--- config.mk ---
export PLATFORM = sky130hd
export DESIGN_NAME = spi_pwm_ctrl
export DESIGN_NICKNAME = d
export VERILOG_FILES = /design/src/rtl/spi_pwm_pkg.sv /design/src/rtl/spi_frame_if.sv /design/src/rtl/spi_pwm_ctrl.sv
export SDC_FILE = /design/constraint.sdc
export NUM_CORES = 1
export LEC_CHECK = 0
export CORE_ASPECT_RATIO = 2
export CORE_UTILIZATION = 40
export DETAILED_ROUTE_END_ITERATION = 8
export GPL_ROUTABILITY_DRIVEN = 0
export HOLD_SLACK_MARGIN = 0.08
export SLEW_MARGIN = 10
export SYNTH_ARGS = -nofsm -noshare
export SYNTH_HDL_FRONTEND = slang
export SYNTH_SLANG_ARGS = --single-unit
export TNS_END_PERCENT = 10
--- constraint.sdc ---
create_clock -name clk -period 3.3 [get_ports clk]
set_input_delay 0.495 -clock clk [delete_from_list [all_inputs] [get_ports clk]]
set_output_delay 0.495 -clock clk [all_outputs]
set_load 0.02 [all_outputs]
--- src/rtl/spi_pwm_pkg.sv ---
// Shared constants, register map and SPI command type for spi_pwm_ctrl.
// Imported by the SPI frame front end and the PWM register/output block.
package spi_pwm_pkg;

    localparam int         FRAME_BITS = 16;
    localparam logic [7:0] PWM_TOP    = 8'd254;

    localparam logic [6:0] ADDR_OUT_EN_LO = 7'h00;
    localparam logic [6:0] ADDR_OUT_EN_HI = 7'h01;
    localparam logic [6:0] ADDR_PWM_EN_LO = 7'h02;
    localparam logic [6:0] ADDR_PWM_EN_HI = 7'h03;
    localparam logic [6:0] ADDR_PRESCALE  = 7'h04;
    localparam logic [6:0] ADDR_DUTY_BASE = 7'h10;

    // Decoded 16-bit frame: {rw, addr[6:0], data[7:0]}, MSB first on the wire.
    typedef struct packed {
        logic       rw;
        logic [6:0] addr;
        logic [7:0] data;
    } spi_cmd_t;

endpackage

--- src/rtl/spi_frame_if.sv ---
// SPI mode-0 frame receiver/transmitter running entirely in the clk domain.
// Ports: sclk/copi/ncs raw pins in; cipo/cipo_oe out; rd_req/rd_addr/rd_data
// register read lookup; cmd_vld/cmd one-cycle strobe for a complete frame.
module spi_frame_if
    import spi_pwm_pkg::*;
#(
    parameter int SYNC_STAGES = 2
) (
    input  logic       clk,
    input  logic       rst_n,
    input  logic       sclk,
    input  logic       copi,
    input  logic       ncs,
    output logic       cipo,
    output logic       cipo_oe,
    output logic       rd_req,
    output logic [6:0] rd_addr,
    input  logic [7:0] rd_data,
    output logic       cmd_vld,
    output spi_cmd_t   cmd
);

    localparam logic [4:0] FULL_CNT = 5'(FRAME_BITS);

    logic [SYNC_STAGES-1:0] sclk_sync_q, sclk_sync_d;
    logic [SYNC_STAGES-1:0] copi_sync_q, copi_sync_d;
    logic [SYNC_STAGES-1:0] ncs_sync_q, ncs_sync_d;
    logic                   sclk_prev_q, sclk_prev_d;
    logic                   ncs_prev_q, ncs_prev_d;
    logic [4:0]             bit_cnt_q, bit_cnt_d;
    logic [15:0]            rx_q, rx_d;
    logic [7:0]             tx_q, tx_d;
    logic                   cipo_q, cipo_d;
    logic                   cmd_vld_q, cmd_vld_d;
    spi_cmd_t               cmd_q, cmd_d;

    logic        sclk_s, copi_s, ncs_s;
    logic        sclk_rise, sclk_fall, ncs_rise, ncs_fall;
    logic [15:0] rx_next;

    always_comb begin
        sclk_sync_d = {sclk_sync_q[SYNC_STAGES-2:0], sclk};
        copi_sync_d = {copi_sync_q[SYNC_STAGES-2:0], copi};
        ncs_sync_d  = {ncs_sync_q[SYNC_STAGES-2:0], ncs};

        sclk_s = sclk_sync_q[SYNC_STAGES-1];
        copi_s = copi_sync_q[SYNC_STAGES-1];
        ncs_s  = ncs_sync_q[SYNC_STAGES-1];

        sclk_rise = sclk_s & ~sclk_prev_q;
        sclk_fall = ~sclk_s & sclk_prev_q;
        ncs_rise  = ncs_s & ~ncs_prev_q;
        ncs_fall  = ~ncs_s & ncs_prev_q;
        rx_next   = {rx_q[14:0], copi_s};

        sclk_prev_d = sclk_s;
        ncs_prev_d  = ncs_s;
        bit_cnt_d   = bit_cnt_q;
        rx_d        = rx_q;
        tx_d        = tx_q;
        cipo_d      = cipo_q;
        cmd_vld_d   = 1'b0;
        cmd_d       = cmd_q;
        rd_req      = 1'b0;
        rd_addr     = rx_next[6:0];

        if (ncs_rise) begin
            // Only an exactly-complete frame is handed on; short ones vanish.
            cmd_vld_d = (bit_cnt_q == FULL_CNT);
            cmd_d     = rx_q;
            bit_cnt_d = '0;
            tx_d      = '0;
            cipo_d    = 1'b0;
        end else if (ncs_s) begin
            bit_cnt_d = '0;
            tx_d      = '0;
            cipo_d    = 1'b0;
        end else if (ncs_fall) begin
            bit_cnt_d = '0;
            rx_d      = '0;
            tx_d      = '0;
            cipo_d    = 1'b0;
        end else begin
            if (sclk_rise && bit_cnt_q < FULL_CNT) begin
                rx_d      = rx_next;
                bit_cnt_d = bit_cnt_q + 5'd1;
                // 8th bit completes {rw, addr}: fetch read data now.
                if (bit_cnt_q == 5'd7 && !rx_next[7]) begin
                    rd_req = 1'b1;
                    tx_d   = rd_data;
                end
            end
            if (sclk_fall) begin
                cipo_d = tx_q[7];
                tx_d   = {tx_q[6:0], 1'b0};
            end
        end
    end

    always_ff @(posedge clk or negedge rst_n) begin
        if (!rst_n) begin
            sclk_sync_q <= '0;
            copi_sync_q <= '0;
            ncs_sync_q  <= '1;
            sclk_prev_q <= 1'b0;
            ncs_prev_q  <= 1'b1;
            bit_cnt_q   <= '0;
            rx_q        <= '0;
            tx_q        <= '0;
            cipo_q      <= 1'b0;
            cmd_vld_q   <= 1'b0;
            cmd_q       <= '0;
        end else begin
            sclk_sync_q <= sclk_sync_d;
            copi_sync_q <= copi_sync_d;
            ncs_sync_q  <= ncs_sync_d;
            sclk_prev_q <= sclk_prev_d;
            ncs_prev_q  <= ncs_prev_d;
            bit_cnt_q   <= bit_cnt_d;
            rx_q        <= rx_d;
            tx_q        <= tx_d;
            cipo_q      <= cipo_d;
            cmd_vld_q   <= cmd_vld_d;
            cmd_q       <= cmd_d;
        end
    end

    assign cipo    = cipo_q;
    assign cipo_oe = ~ncs_s;
    assign cmd_vld = cmd_vld_q;
    assign cmd     = cmd_q;

endmodule

--- src/rtl/spi_pwm_ctrl.sv ---
// Multi-channel PWM peripheral configured over SPI with read-back.
// Ports: clk/rst_n; sclk/copi/ncs SPI in; cipo/cipo_oe SPI out; pwm_out[NUM_CH].
module spi_pwm_ctrl
    import spi_pwm_pkg::*;
#(
    parameter int         NUM_CH       = 16,
    parameter int         SYNC_STAGES  = 2,
    parameter logic [7:0] PRESCALE_RST = 8'd0
) (
    input  logic              clk,
    input  logic              rst_n,
    input  logic              sclk,
    input  logic              copi,
    input  logic              ncs,
    output logic              cipo,
    output logic              cipo_oe,
    output logic [NUM_CH-1:0] pwm_out
);

    logic              rd_req;
    logic [6:0]        rd_addr;
    logic [7:0]        rd_data;
    logic              cmd_vld;
    spi_cmd_t          cmd;
    logic              wr;
    logic              tick;

    logic [NUM_CH-1:0]      out_en_q, out_en_d;
    logic [NUM_CH-1:0]      pwm_en_q, pwm_en_d;
    logic [7:0]             prescale_q, prescale_d;
    logic [7:0]             pcnt_q, pcnt_d;
    logic [7:0]             cnt_q, cnt_d;
    logic [NUM_CH-1:0][7:0] duty_q, duty_d;
    logic [NUM_CH-1:0][7:0] active_q, active_d;
    logic [NUM_CH-1:0]      pwm_q, pwm_d;

    spi_frame_if #(
        .SYNC_STAGES(SYNC_STAGES)
    ) u_spi (
        .clk    (clk),
        .rst_n  (rst_n),
        .sclk   (sclk),
        .copi   (copi),
        .ncs    (ncs),
        .cipo   (cipo),
        .cipo_oe(cipo_oe),
        .rd_req (rd_req),
        .rd_addr(rd_addr),
        .rd_data(rd_data),
        .cmd_vld(cmd_vld),
        .cmd    (cmd)
    );

    always_comb begin
        rd_data = '0;
        if (rd_req) begin
            if (rd_addr == ADDR_PRESCALE) rd_data = prescale_q;
            for (int k = 0; k < NUM_CH; k++) begin
                if (rd_addr == ADDR_OUT_EN_LO && k < 8) rd_data[3'(k)] = out_en_q[k];
                if (rd_addr == ADDR_OUT_EN_HI && k >= 8) rd_data[3'(k)] = out_en_q[k];
                if (rd_addr == ADDR_PWM_EN_LO && k < 8) rd_data[3'(k)] = pwm_en_q[k];
                if (rd_addr == ADDR_PWM_EN_HI && k >= 8) rd_data[3'(k)] = pwm_en_q[k];
                if (rd_addr == ADDR_DUTY_BASE + 7'(k)) rd_data = duty_q[k];
            end
        end
    end

    always_comb begin
        wr         = cmd_vld && cmd.rw;
        tick       = (pcnt_q == prescale_q);
        out_en_d   = out_en_q;
        pwm_en_d   = pwm_en_q;
        prescale_d = prescale_q;
        duty_d     = duty_q;
        active_d   = active_q;
        pcnt_d     = tick ? 8'd0 : pcnt_q + 8'd1;
        cnt_d      = cnt_q;

        if (tick) cnt_d = (cnt_q == PWM_TOP) ? 8'd0 : cnt_q + 8'd1;
        // Shadow copy uses pre-write duty, so a same-cycle commit waits a period.
        if (tick && cnt_q == PWM_TOP) active_d = duty_q;

        if (wr && cmd.addr == ADDR_PRESCALE) begin
            prescale_d = cmd.data;
            pcnt_d     = 8'd0;
        end
        for (int k = 0; k < NUM_CH; k++) begin
            if (wr && cmd.addr == ADDR_OUT_EN_LO && k < 8) out_en_d[k] = cmd.data[3'(k)];
            if (wr && cmd.addr == ADDR_OUT_EN_HI && k >= 8) out_en_d[k] = cmd.data[3'(k)];
            if (wr && cmd.addr == ADDR_PWM_EN_LO && k < 8) pwm_en_d[k] = cmd.data[3'(k)];
            if (wr && cmd.addr == ADDR_PWM_EN_HI && k >= 8) pwm_en_d[k] = cmd.data[3'(k)];
            if (wr && cmd.addr == ADDR_DUTY_BASE + 7'(k)) duty_d[k] = cmd.data;
        end

        for (int k = 0; k < NUM_CH; k++) begin
            if (!out_en_q[k])              pwm_d[k] = 1'b0;
            else if (!pwm_en_q[k])         pwm_d[k] = 1'b1;
            else if (active_q[k] == 8'hFF) pwm_d[k] = 1'b1;
            else                           pwm_d[k] = (cnt_q < active_q[k]);
        end
    end

    always_ff @(posedge clk or negedge rst_n) begin
        if (!rst_n) begin
            out_en_q   <= '0;
            pwm_en_q   <= '0;
            prescale_q <= PRESCALE_RST;
            pcnt_q     <= '0;
            cnt_q      <= '0;
            duty_q     <= '0;
            active_q   <= '0;
            pwm_q      <= '0;
        end else begin
            out_en_q   <= out_en_d;
            pwm_en_q   <= pwm_en_d;
            prescale_q <= prescale_d;
            pcnt_q     <= pcnt_d;
            cnt_q      <= cnt_d;
            duty_q     <= duty_d;
            active_q   <= active_d;
            pwm_q      <= pwm_d;
        end
    end

    assign pwm_out = pwm_q;

endmodule

==> results.md <==
- Crit. End Element: register
- Site Rows: 99
- Initial Util: 40.7%
- Sw Ratio: 23.4%
- Yosys cell types: 86
- Nets: 1349
- Total of max-cap violations: 0
- DRC errors left: 6
- Slew of the pin with the lowest slew margin: 1070 ps
- Power share of the combinational group: 4.9%
- Yosys reg bits: between 200 and 300
- Post-route clock skew: 18.4 ps
- CTS Sinks: 295
- Period minus WS final: 2710 ps
- Vias in the first global route: 10700
- Wirelength per Cell: 23.8 µm
- Via count: 10300
- Yosys warnings: 0
- Critical Path RT: 3760 ps
- Top_reg_cell synth: dfrtp_1
- Startpoint type of the worst setup path: register
- Initial antenna violation count: 0
- Ant diodes: 0
- Skew-Pair Late Insertion Delay: ~560 ps
- DIE AREA: 38000 µm²
- First drt pass iteration count: 7
- WS Path Type: reg -> reg
- # Post-CTS Setup Buffers: 0
- First-pass GRT wire length: 64600 µm
- H-tree depth: 1
- Die Y: 275 µm
- Die W: 138 µm
- Grt met2 use: 43.2%
- RSZ-0062 raised after global routing: false
- Switching power: between 1.5 and 2 mW
- Root buf cell: clkbuf_16
- GR Overflow Total: 0
- CP arrival: 3170 ps
- Wirelength, routed: approximately 42000 µm
- HP Class: in -> reg
- Detail Route Antenna Nets: 0
- Placeable Area: 36500 µm²
- CTS Buf Count: 26
- M1 GR Usage: 23.9%
- Top post-synthesis cells by count: dfrtp_1, mux2_2, inv_1, ha_1, nor2_1
- Top-area cell type share of the netlist area: 49.1%
- Post-synthesis instance area: 14900 µm²
- P&R area growth vs syn: 10.8%
- Max_slew headroom: 28.6%
- Hold-fix buffers, CTS: 1
- IO Port Bufs: 14
- Number of synthesized flops with an enable pin: 0
- Clock power share: about 46%
- Highest clock rate: approximately 370 MHz
- Total GRT Usage: 22.6%
- Place WS: 728 ps
- Mapped Cells: 1271
- FFs w/ async S/R, synth: 100%
- Crit path max fanout: 20
- Share of cells above drive strength 1: 25.7%
- Outcome: finished with violations
- Largest net degree at the start of global routing: 96
- Final Hold Viols: 0
- Reg clk slew, reported paths: 70 ps
- Initial DRC count: 801
- Largest cells by area after synthesis: dfrtp_1, mux2_2, ha_1, inv_1, o21ai_0
- Power density cells: roughly 460 nW/µm²
- Clk buf depth: 3
- CTS resizes: 0
- Most frequent cell after synthesis: dfrtp_1
- Final setup violating endpoints: 0
- Met3 Use GR: 2.79%
- Hpwl dp: 30400 µm
- Leakage power: roughly 7.6 nW
- Final max-slew violation count: 0
- Tcrit/Tclk final: 82.0%
- Via/cell ratio: 5.85
- Final WS setup: just under 600 ps
- Failing checks: design-rule violations
- Sequential area share after synthesis: between 40% and 50%
- Setup TNS: 0 ps
- CTS tree: yes
- Post-Syn Area per Cell: 11.7 µm²
- Final hold slack: roughly 340 ps
- Ports: 23
- Peak VDD IR: around 0.48 mV
- Sequential share of power: 49.4%
- Gr busiest metal: met2
- Internal power: 5.77 mW
- Synth area leader: dfrtp_1
[kinds of logic after synthesis]
group | count (synthesis) | synth area share [%]
XOR/XNOR | 18 | 1.06
AO/OA/AOI/OAI | 236 | 10.9
AND/OR/NAND/NOR | 253 | 9.08
multiplexers | 257 | 19.4
adder cells (fa/ha/maj) | 63 | 5.30
other | 1 | 0.0252
buffers and inverters | 148 | 4.63
flip-flops | 295 | 49.7
[final cells by class]
class                      instances  area, µm²
fill                            3310      20100
clock buffer                      33        758
inverter                          76        285
sequential                       295       7390
tap                              454        568
timing repair buffer              47        445
multi-input combinational        835       6830
clock inverter                    15        213
[through the flow]
step / power (mW) / cell area, µm² / instances / util [%]
after global routing: 7.74 / 16500 / 1755 / 45.1
after floorplan: 3.95 / 14900 / 1278 / -
after global placement: 4.15 / 15500 / 1706 / 42.4
after detailed placement: 4.15 / 15500 / 1706 / 42.4
after CTS: 7.60 / 16500 / 1755 / 45.1
final: 7.53 / 16500 / 1755 / 45.1
[path summary, 6_finish.rpt]
path,from,to,slack (ps),cells after the start
hold reg to reg,u_spi.ncs_sync_q[0],u_spi.ncs_sync_q[1],360,0
max in group asynchronous,rst_n,pcnt_q[1],1850,3
setup / recovery,u_spi.rx_q[3],u_spi.tx_q[2],590,6
setup reg to reg,u_spi.rx_q[3],u_spi.tx_q[2],590,6
min in group asynchronous,rst_n,duty_q[127],560,2
hold / removal,ncs,u_spi.ncs_sync_q[0],340,1
[routing by layer]
metal	part of all wire (%)	wire length, µm
met1	36	15000
met2	54	22500
met3	4.2	1770
met4	5.9	2440
met5	0	0
[cell usage in the layout (no fill, tap or decap), drive strengths merged, types with 10 or more instances in the layout]
cell type	count
buf	33
nand2	55
a21oi	45
nand3	33
xnor2	10
inv	77
a211oi	16
clkbuf	33
nor3	12
o21ai	54
dfrtp	292
nor2	64
o22ai	10
nand2b	15
nand4	23
ha	63
a22o	21
nor2b	11
clkdlybuf4s50	13
mux2	236
a21o	16
mux2i	20
[power groups by stage]
stage                     sequential, mW  combinational [mW]  clock (mW)
final                               3.72               0.369        3.44
after global routing                3.72               0.397        3.63
after CTS                           3.72               0.366        3.51
after detailed placement            3.79               0.364           0
after global placement              3.79               0.364           0
after floorplan                     3.71               0.241           0
[critical path, stage by stage, from the launching register on]
cell	delay [ps]
dfrtp_1	710
or4b_1	700
nor2_8	230
nand3_1	100
a32oi_1	500
o31ai_1	170
o22ai_1	200
[flip-flops by register name (all words and copies together), names as in the netlist, 16 cells and up]
| name | flops |
|---|---|
| active_q | 64 |
| u_spi.rx_q | 16 |
| duty_q | 128 |
| u_spi.cmd | 16 |
No activity file was read; power rests on OpenSTA's default activity.
==> edit 1: new RTL, same flow settings <==
`NUM_CH`: 16 -> 17.
--- a/src/rtl/spi_pwm_ctrl.sv
+++ b/src/rtl/spi_pwm_ctrl.sv
@@ -3,7 +3,7 @@
 module spi_pwm_ctrl
     import spi_pwm_pkg::*;
 #(
-    parameter int         NUM_CH       = 16,
+    parameter int         NUM_CH       = 17,
     parameter int         SYNC_STAGES  = 2,
     parameter logic [7:0] PRESCALE_RST = 8'd0
 ) (
Interface: changed (resized pwm_out); port bits go from 23 to 24. The function was not compared with the original's and may differ.
==> edit 1 against the unedited design <==
Count of clock-buffer cells in the layout rose by 5. Worst setup slack got worse by 0.41 ns. Hold slack improved by 0.014 ns. Routed wire length rose by 13%. Die area is 6.7% higher. Sequential cell count grew 17. Design area increased by 6.2%. Power is 0.47% higher. Core utilization fell by 0.14 points. Synthesized area up 6.8%. Critical endpoint is now u_spi.tx_q[6]. Largest power group unchanged. Highest routed layer unchanged. Global-route usage up 1.4 points.
==> edit 1: results (changes against the unedited design) <==
post-synthesis mux area share 19.5% (was 19.4%); Overall Global Routing Usage 24.0% (was 22.6%); P_leak 7.91 nW (was 7.61 nW); xor and xnor area share after synthesis 0.993% (was 1.06%); Hold Crit Start u_spi.sclk_sync_q[0] (was ncs); post-synthesis compound-gate area fraction 10.8% (was 10.9%); Register-to-Register Setup Slack 0.18 ns (was 0.59 ns); Slew @ Worst Pin 1.24 ns (was 1.07 ns); CTS Buf Count 27 (was 26); reg2reg start u_spi.rx_q[0] (was u_spi.rx_q[3]); register area share after synthesis 49.2% (was 49.7%); Crit path arrival time 3.51 ns (was 3.17 ns); Hold Path Class reg2reg (was in2reg); NumNets Final 1435 (was 1349); clock buffer depth 3 (unchanged); Hold Path Cell Cnt 0 (was 1); R2R cell count 7 (was 6); pre-CTS setup slack 0.528 ns (was 0.728 ns); Worst R2R End u_spi.tx_q[6] (was u_spi.tx_q[2]); wire length per cell 24.8 um (was 23.8 um); hold-critical path endpoint u_spi.sclk_sync_q[1] (was u_spi.ncs_sync_q[0]); vias in the first global route 11300 (was 10700); main area contributors after synthesis dfrtp_1 49%, mux2_2 17%, ha_1 5.5% (was dfrtp_1 49%, mux2_2 17%, ha_1 5.3%); Largest regs duty_q (136), active_q (72) (was duty_q (128), active_q (64)); Peak VDD IR 0.350 mV (was 0.483 mV); fraction of layout cells with a size suffix above 1 26.0% (was 25.7%); list of most frequent post-synthesis cells 309 x dfrtp_1, 246 x mux2_2, 89 x inv_1 (was 292 x dfrtp_1, 228 x mux2_2, 76 x inv_1); Most used DFF post-synth dfrtp_1 (unchanged); distinct cell type count after synthesis 80 (was 86); Synth Area in Adders 5.52% (was 5.30%); largest net degree at the start of global routing 97 (was 96); Final Skew 0.0142 ns (was 0.0184 ns); DR DRC count 0 (was 6); Port Buf Inserts 15 (was 14); # fillers 3588 (was 3310); outcome complete, no violations (was complete, but fails checks); Crit Path Max Fanout 34 (was 20); first-pass iteration count of the detailed router 6 (was 7); initial drt markers 816 (was 801); worst hold slack 0.355 ns (was 0.341 ns); DP HPWL 34.3 mm (was 30.4 mm); via density per instance 5.82 (was 5.85)
## edit 1: cell types whose count changed after synthesis, moves of 6 or more
cell      change
mux2_1        -8
mux2_2       +18
mux4_2        +6
nor2_2       +10
dfrtp_1      +17
a21oi_1      -12
inv_1        +13
ha_1          +7
buf_6         -7
nand3_1      -13
nor3_1        +6
nor2_1        +6
o211ai_1      +6
## edit 1: final cells by class
type / instances / area (um2) / share of cell area [%]
Clock buffer: 38 / 767 / 4.38
Inverter: 89 / 334 / 1.91
Clock inverter: 10 / 113 / 0.643
Tap cell: 520 / 651 / 3.72
Multi-Input combinational cell: 887 / 7390 / 42.2
Timing Repair Buffer: 43 / 443 / 2.53
Sequential cell: 312 / 7810 / 44.6
## edit 1: routing by layer
metal,share of wire (%),vias up,GRT usage (%),routed length (um)
met1,34,5560,25.0,16100
met3,4.5,178,3.05,2120
met2,53,395,43.2,24800
li1,-,4927,-,-
met5,0,-,0,0
met4,8.5,0,18.1,3980
## edit 1: kinds of logic after synthesis
logic type               after synthesis
AO/OA/AOI/OAI                        244
AND/OR/NAND/NOR                      277
XOR/XNOR                              18
multiplexers                         270
flip-flops                           312
buffers and inverters                166
adder cells (fa/ha/maj)               70
other                                  1
## edit 1: worst max path at each step
| stage | to | cells past startpoint |
|---|---|---|
| finish | u_spi.tx_q[6] | 7 |
| global route | u_spi.tx_q[6] | 6 |
| CTS | u_spi.tx_q[1] | 7 |
| detailed placement | u_spi.tx_q[6] | 7 |
| global placement | u_spi.tx_q[1] | 7 |
| floorplan | u_spi.rx_q[10] | 7 |
## edit 1: through the flow
stage	area [um2]	power, W	cells
after floorplan	15900	0.00419	1365
after global placement	16600	0.00439	1850
after detailed placement	16600	0.00440	1850
after CTS	17500	0.00764	1899
after global routing	17500	0.00780	1899
final	17500	0.00756	1899
## edit 1: critical path: stages (launching register included)
cell       delay [ns]
dfrtp_2          0.66
buf_4            0.32
or2_2            0.37
o211ai_1         0.20
o2bb2ai_1        0.20
o211ai_1         0.15
a222oi_1         0.84
o21ai_0          0.19
## edit 1: report_power, final
group / internal (W) / total, W / switching, W
Combinational: 0.000123 / 0.000403 / 0.000279
Sequential: 0.00384 / 0.00393 / 0.0000926
Clock: 0.00178 / 0.00323 / 0.00145
==> edit 2: new RTL, config.mk and constraints unchanged <==
Without the edit above. Take the reset off `rx_q` and `tx_q` and load them in a clocked block of their own.
--- a/src/rtl/spi_frame_if.sv
+++ b/src/rtl/spi_frame_if.sv
@@ -105,8 +105,6 @@
             sclk_prev_q <= 1'b0;
             ncs_prev_q  <= 1'b1;
             bit_cnt_q   <= '0;
-            rx_q        <= '0;
-            tx_q        <= '0;
             cipo_q      <= 1'b0;
             cmd_vld_q   <= 1'b0;
             cmd_q       <= '0;
@@ -117,12 +115,15 @@
             sclk_prev_q <= sclk_prev_d;
             ncs_prev_q  <= ncs_prev_d;
             bit_cnt_q   <= bit_cnt_d;
-            rx_q        <= rx_d;
-            tx_q        <= tx_d;
             cipo_q      <= cipo_d;
             cmd_vld_q   <= cmd_vld_d;
             cmd_q       <= cmd_d;
         end
+    end
+
+    always_ff @(posedge clk) begin
+        rx_q <= rx_d;
+        tx_q <= tx_d;
     end
 
     assign cipo    = cipo_q;
Behaviour: no difference found for any inputs over 10 cycles, from zero or initial values and one cycle with rst_n low; that may be too few to reach the edited logic, so the function may still have changed.
==> edit 2 against the unedited design <==
Sequential power is 3% higher. Final cell count is 0.34% lower. Global-route usage is 0.13 points higher. Routed wire length is 3.3% lower. Synthesized cell count is 1.0% lower. Highest routed layer unchanged. Design area is 0.81% lower. Synthesized area is 1.5% lower. Worst setup slack better by 0.11 ns. Power is 1.6% lower. Critical path depth is 2 higher. Sequential cell count stayed put. Non-clock buffer count is 3 higher.
==> edit 2: results (changes against the unedited design) <==
outcome complete, no violations (was complete, but fails checks); post-CTS sizing 0 (unchanged); pre-CTS setup slack 0.745 ns (was 0.728 ns); Final Skew 0.0111 ns (was 0.0184 ns); initial drt markers 663 (was 801); Slew @ Worst Pin 1.03 ns (was 1.07 ns); GR Layer Usage met1 23.8% (was 23.9%); Hold Path Class reg2reg (was in2reg); register area share after synthesis 50.7% (was 49.7%); placed insts 1700 (was 1706); via density per instance 5.68 (was 5.85); largest net degree at the start of global routing 101 (was 96); Overall Global Routing Usage 22.7% (was 22.6%); first-pass GRT wire length 62.7 mm (was 64.6 mm); DR vias 9927 (was 10300); DP HPWL 29.7 mm (was 30.4 mm); CP max-delay cell dfstp_2 (was dfrtp_1); # hold bufs at CTS 1 (unchanged); DR WL met2 21.4 mm (was 22.5 mm); post-synthesis mux area share 20.2% (was 19.4%); clock buffer depth 3 (unchanged); wire length per cell 23.0 um (was 23.8 um); DR top layer met4 (unchanged); # fillers 3332 (was 3310); Clock Latency Late Sink 0.56 ns (about the same); list of most frequent post-synthesis cells 268 x dfrtp_1, 211 x mux2_2, 83 x inv_1 (was 292 x dfrtp_1, 228 x mux2_2, 76 x inv_1); launch point of the worst path u_spi.ncs_sync_q[1] (was u_spi.rx_q[3]); Critical Path Max Stage Delay 0.60 ns (was 0.71 ns); EDFF count, synth 16 (was 0); Hold Crit Start u_spi.sclk_sync_q[0] (was ncs); Crit path arrival time 3.07 ns (was 3.17 ns); ys async rst share 91.9% (was 100%); reg2reg start u_spi.ncs_sync_q[1] (was u_spi.rx_q[3]); main area contributors after synthesis dfrtp_1 46%, mux2_2 16%, ha_1 5.5% (was dfrtp_1 49%, mux2_2 17%, ha_1 5.3%); fraction of layout cells with a size suffix above 1 24.2% (was 25.7%); area post-placement 15400 um2 (was 15500 um2); xor and xnor area share after synthesis 1.26% (was 1.06%); fin util 45.5% (was 45.1%); mean post-synth cell area 11.6 um2 (was 11.7 um2); Largest regs duty_q (128), active_q (64) (unchanged); met1 wire length 14.3 mm (was 15.0 mm); CTS Buf Count 27 (was 26); post-synthesis compound-gate area fraction 8.74% (was 10.9%); GR Util met3 2.62% (was 2.79%); Peak VDD IR 0.353 mV (was 0.483 mV); P_leak 7.48 nW (was 7.61 nW); met3 wire len 1.38 mm (was 1.77 mm); Clock transition at path regs 0.07 ns (about the same); Crit Path Max Fanout 19 (was 20); global routing met2 resource utilization 40.8% (was 43.2%); distinct cell type count after synthesis 70 (was 86); vias in the first global route 10500 (was 10700); Synth Area in Adders 5.47% (was 5.30%)
## edit 2: cell type report
| type | instances | area share (%) |
|---|---|---|
| clock buffer | 40 | 5.05 |
| clock inverter | 8 | 0.612 |
| inverter | 84 | 1.93 |
| multi-input combinational | 822 | 40.5 |
| sequential | 295 | 45.4 |
| tap | 450 | 3.44 |
| timing repair buffer | 50 | 3.01 |
## edit 2: final timing paths
| check | to | slack (ns) | cells past startpoint |
|---|---|---|---|
| worst max-delay path | u_spi.tx_q[3] | 0.71 | 8 |
| worst min-delay path | u_spi.sclk_sync_q[1] | 0.35 | 0 |
| worst max register to register | u_spi.tx_q[3] | 0.71 | 8 |
| worst min register to register | u_spi.sclk_sync_q[1] | 0.35 | 0 |
| max in group asynchronous | active_q[94] | 1.86 | 3 |
| min in group asynchronous | duty_q[54] | 0.60 | 2 |
## edit 2: report_power, final
group | internal, W | switching [W]
logic | 0.0000966 | 0.000189
registers | 0.00368 | 0.000160
clock network | 0.00189 | 0.00140
